$ cat config.mk
export PLATFORM = sky130hd
export DESIGN_NAME = msrv_32_addr_gen_unit
export DESIGN_NICKNAME = d
export VERILOG_FILES = /design/src/rtl/msrv_32_addr_gen_unit.sv
export SDC_FILE = /design/constraint.sdc
export NUM_CORES = 1
export LEC_CHECK = 0
export CAP_MARGIN = 15
export CORE_ASPECT_RATIO = 1.1
export CORE_MARGIN = 2
export CORE_UTILIZATION = 52
export CTS_CLUSTER_DIAMETER = 40
export CTS_CLUSTER_SIZE = 40
export DETAILED_ROUTE_END_ITERATION = 10
export GPL_ROUTABILITY_DRIVEN = 1
export GPL_TIMING_DRIVEN = 0
export PLACE_DENSITY_LB_ADDON = 0.3
export SLEW_MARGIN = 20
export SYNTH_ARGS = -nofsm -noshare
export SYNTH_HDL_FRONTEND = slang
export SYNTH_SLANG_ARGS = --single-unit
$ cat constraint.sdc
create_clock -name clk_in -period 6.85 [get_ports clk_in]
set_input_delay 2.055 -clock clk_in [delete_from_list [all_inputs] [get_ports clk_in]]
set_output_delay 2.055 -clock clk_in [all_outputs]
set_load 0.005 [all_outputs]
$ cat src/rtl/msrv_32_addr_gen_unit.sv
// Two-stage elastic address generator: base + imm, JALR clear, tag sideband.
// Define MSRV_32_AGU_MISALIGN_CHECK_EN to enable the misalignment flag.
module msrv_32_addr_gen_unit #(
   parameter int XLEN  = 32,
   parameter int TAG_W = 5
) (
   input  logic             clk_in,
   input  logic             rst_n_in,
   input  logic             flush_in,
   input  logic             valid_in,
   output logic             ready_out,
   input  logic [XLEN-1:0]  rs_1_in,
   input  logic [XLEN-1:0]  pc_in,
   input  logic [XLEN-1:0]  imm_in,
   input  logic             iadder_src_in,
   input  logic             jalr_in,
   input  logic [1:0]       size_in,
   input  logic [TAG_W-1:0] tag_in,
   output logic             valid_out,
   input  logic             ready_in,
   output logic [XLEN-1:0]  iadder_out,
   output logic [TAG_W-1:0] tag_out,
   output logic             misaligned_out
);

   logic             s1_valid_q;
   logic             s2_valid_q;
   logic [XLEN-1:0]  base_q;
   logic [XLEN-1:0]  imm_q;
   logic             jalr_q;
   logic [TAG_W-1:0] tag1_q;
   logic [XLEN-1:0]  sum_d;
   logic [XLEN-1:0]  sum_q;
   logic [TAG_W-1:0] tag2_q;
   logic             s2_free;
   logic             s1_load;
   logic             s2_load;

   assign s2_free   = !s2_valid_q || ready_in;
   assign ready_out = !s1_valid_q || s2_free;
   assign s1_load   = valid_in && ready_out;
   assign s2_load   = s1_valid_q && s2_free;

   assign valid_out  = s2_valid_q;
   assign iadder_out = sum_q;
   assign tag_out    = tag2_q;

   // Stage valid bits; flush wins over any incoming transfer
   always_ff @(posedge clk_in or negedge rst_n_in) begin
      if (!rst_n_in) begin
         s1_valid_q <= 1'b0;
         s2_valid_q <= 1'b0;
      end else if (flush_in) begin
         s1_valid_q <= 1'b0;
         s2_valid_q <= 1'b0;
      end else begin
         if (ready_out) s1_valid_q <= valid_in;
         if (s2_free)   s2_valid_q <= s1_valid_q;
      end
   end

   // Sum with carry dropped; JALR clears bit 0 before any alignment check
   always_comb begin
      sum_d = base_q + imm_q;
      if (jalr_q) sum_d[0] = 1'b0;
   end

   // S1 data capture: selected base operand plus sideband
   always_ff @(posedge clk_in) begin
      if (s1_load) begin
         base_q <= iadder_src_in ? rs_1_in : pc_in;
         imm_q  <= imm_in;
         jalr_q <= jalr_in;
         tag1_q <= tag_in;
      end
   end

   // S2 data capture: final address and tag
   always_ff @(posedge clk_in) begin
      if (s2_load) begin
         sum_q  <= sum_d;
         tag2_q <= tag1_q;
      end
   end

`ifdef MSRV_32_AGU_MISALIGN_CHECK_EN
   logic [1:0] size_q;
   logic [1:0] eff_size;
   logic       mis_d;
   logic       mis_q;

   // RV32 has no dword access, so size 11 falls back to word
   assign eff_size = (XLEN == 32 && size_q == 2'b11) ? 2'b10 : size_q;

   // Alignment test on the post-JALR address
   always_comb begin
      mis_d = 1'b0;
      case (eff_size)
         2'b01:   mis_d = sum_d[0];
         2'b10:   mis_d = |sum_d[1:0];
         2'b11:   mis_d = |sum_d[2:0];
         default: mis_d = 1'b0;
      endcase
   end

   // Access size rides in S1 alongside the operands
   always_ff @(posedge clk_in) begin
      if (s1_load) size_q <= size_in;
   end

   // Misalignment flag rides in S2 alongside the sum
   always_ff @(posedge clk_in) begin
      if (s2_load) mis_q <= mis_d;
   end

   assign misaligned_out = s2_valid_q && mis_q;
`else
   logic size_unused;

   assign size_unused    = ^size_in;
   assign misaligned_out = 1'b0;
`endif

endmodule

# After elaboration in Yosys (flattened, before gate mapping)
# Index checks and enable logic that the tools add are counted.
[classes] n_reduce_logical=8 add_sub_neg=1 mux=5
[ops] op="adder 32 bit" n=1
[ops] op="two-way mux 32 bit" n=1
[ops] op="two-way mux 1 bit" n=4
[ops] op="nonzero test 2 bit" n=2
[ops] op="logical AND 1 bit" n=2
[ops] op="logical NOT 1 bit" n=2
[ops] op="logical OR 1 bit" n=2
[word_totals] ff_bits=109

# Logic depth before layout (Yosys ltp)
[logic_depth] depth_word=5 mapped_depth=9 depth_no_buf=9

# Worst setup path after synthesis
# OpenSTA, ideal clock, no wires.
[synth_path] path_type="input to output" start="input ready_in" end="output ready_out" t_required_ns=4.795 arrival_time_ns=2.337 setup_slack_ns=2.458 stages=2 cell_sequence="nor2b_1 nand2_1"
[synth_via] elab_chain_cells=2
[synth_rtl] item="start: declaration" line="20" rtl="input logic ready_in,"
[synth_rtl] item="logical OR 1 bit" line="39" rtl="assign s2_free = !s2_valid_q || ready_in;"
[synth_rtl] item="logical OR 1 bit" line="40" rtl="assign ready_out = !s1_valid_q || s2_free;"
[synth_rtl] item="end: declaration" line="11" rtl="output logic ready_out,"
# No other way between the ends.

# Final worst setup path
# Ends and elaborated chain as after synthesis.

==> qor.yml <==
critical_path_buf_inv_count: 2
synth.most_common_cell: "edfxtp_1"
drive_gt1_share_pct: 11.43
tightest_slew_ps: 604.2
start_kind: "input port"
synthCells: 389
vias: 3738
worst_slew_margin_rel_pct: 59.21
initial_utilization_pct: 52.84
ir_drop_uv: 152.0
required_ps: 4800
hold_path.class: "flop to flop"
synthTopCellsByArea: "edfxtp_1 59%, ha_1 7.2%, mux2_2 6.7%"
core_area_um2: 10250
fp.dieArea_um2: 11250
die_h_um: 111.0
path_common_cell: "clkdlybuf4s50_1"
ant_nets: 0
setup-tns-final_ps: 0
finalHoldViolCount: 0
syn_area_um2: 5415
finalPower_mw: 1.657
grt_overflow_total: 0
post_drt_via_cell_ratio: 5.546
pwr_density_cell_nw_per_um2: 225.6
cts_max_path_buffers: 2
synth.top_cell.area_share_pct: 59.33
nNetsFinal: 689
synth_nets: 531
path_cells: "clkdlybuf4s50_1, nor2b_1, nand2_1, clkdlybuf4s50_1"
grt_first_pass_wirelength_mm: 18.42
grt_max_degree: 41
clockRootBuffer: "clkbuf_16"
clkTransAtPathRegs_ps: 60
yosys-top-cells-count: "107 x edfxtp_1, 32 x mux2_2, 31 x ha_1"
syn2layout_area_growth_pct: 35.63
dr.pass1.iters: 5
worst-endpoint-arrival_ps: 3350
slew_viol_final: 0
io_buffers: 145
remaining_drc_errors: 0
skew_ps: 5.770
slowest_stage: "clkdlybuf4s50_1"
grt_pass1_vias: 3785
post_cts_resized: 0
maxCapViolCount: 0
finalSetupViolCount: 0
num_io_pins: 150
rsz0062_at_grt: "false"
synth_area_per_cell_um2: 13.92
std_cell_rows: 39
antenna_found_initial: 0
cpPeakStageDelay_ps: 460
cts_tree: "done"
ys_seq_area_share_pct: 60.26
async_reset_ff_share_pct: 1.835
n_antenna_cell: 0
status: "complete, no violations"
routed_wirelength_mm: 11.48
synth_edf_count: 107
period_share_pct: 78.85
drt-wirelength-per-cell_um: 17.04
track_usage_pct: 21.38
cts_hold_buf: 0
synth_ff_type: "edfxtp_1"
crit_fanout: 4
synth-warning-count: 0
drt_iter0_drc: 162
p_leak_nw: 2.728
gp_congestion: 0.8352
fin_crit_ps: 5401
cp_top_family: "buffers and inverters"
worst_setup_path_end_kind: "output pin"
synth_cell_types: 57
cts_sinks: 109
htreeDepth: 3
dp_hpwl_mm: 8.978
crit_type: "input port to output pin"
max_freq_mhz: 185.1
cts_setup_buffers: 0
die_w_um: 101.3
ys_seq_elements: 109
cts_inserted_buffers: 9
clk_latency_ps: 340
synth_top_area_cell: "edfxtp_1"
## power breakdown
part	internal (mW)	switching, mW	total (mW)
Combinational	0.189	0.161	0.350
Clock	0.279	0.213	0.493
Sequential	0.799	0.0147	0.814
## flip-flops by register name, summed over array words and instances (netlist names)
| signal | cells |
|---|---|
| base_q | 32 |
| tag_out | 5 |
| imm_q | 32 |
| valid_out | 1 |
| iadder_out | 32 |
| jalr_q | 1 |
| tag1_q | 5 |
| s1_valid_q | 1 |
## stage by stage
stage	cells	hold WS [ps]	cell area, µm²	worst slack (ps)	utilization (%)
finish	674	419.4	7345	1449	71.67
detailed placement	659	405.4	7071	1432	69.00
CTS	674	421.4	7345	1430	71.67
floorplan	389	400.3	5415	2458	-
global route	674	433.2	7345	1344	71.67
global placement	657	403.4	7020	1198	68.51
## path summary, 6_finish.rpt
path,startpoint,end,slack [ps],cells past startpoint
min in group asynchronous,rst_n_in,s1_valid_q,1860,1
hold reg to reg,tag1_q[0],tag_out[0],420,0
max in group asynchronous,rst_n_in,valid_out,4870,1
setup / recovery,ready_in,ready_out,1450,4
hold / removal,tag1_q[0],tag_out[0],420,0
setup reg to reg,base_q[0],iadder_out[30],3880,9
## per-layer routing
metal  vias up  global-route usage [%]  wire length, µm
met5         -                       0                0
met4         0                   8.288              229
met3        15                   3.342              536
met2       125                   35.50             5709
met1      1780                   28.02             5007
li1       1818                       -                -
## placed cells by master, fill, tap and decap left out, types with 3 or more instances in the layout
cell type / count
nor2b_1: 4
nand2_1: 18
xnor2_1: 18
clkbuf_1: 9
and3_1: 4
a21oi_1: 26
a21o_1: 13
o21ai_0: 12
nand4_1: 7
clkdlybuf4s50_1: 145
clkbuf_16: 9
edfxtp_1: 107
a31oi_1: 3
mux2_2: 32
xor2_1: 12
buf_1: 3
ha_1: 31
a31o_2: 3
nand3_1: 5
inv_1: 8
nor3_1: 3
o21bai_1: 3
nor2_1: 23
o21a_1: 3
## cells by family (layout without fill, tap and decap cells)
kind of cell	count (synthesis)	in the layout	synth area share [%]
adders and majority gates	32	32	7.532
and+or+nand+nor	73	73	6.654
xor gates and xnor gates	30	30	4.852
muxes	32	32	6.654
buffers and inverters	22	184	1.802
other	1	1	0.06925
DFF	109	109	60.26
AOI/OAI and AO/OA	90	90	12.18
## final cells by class
type / instances / area [µm²]
buffer: 14 / 67.56
inverter: 8 / 30.03
fill: 743 / 2903
clock inverter: 3 / 37.54
tap: 123 / 153.9
sequential: 109 / 3263
clock buffer: 12 / 236.5
timing repair buffer: 147 / 1491
multi-input combinational: 258 / 2064
No activity file was read; power rests on OpenSTA's default activity.
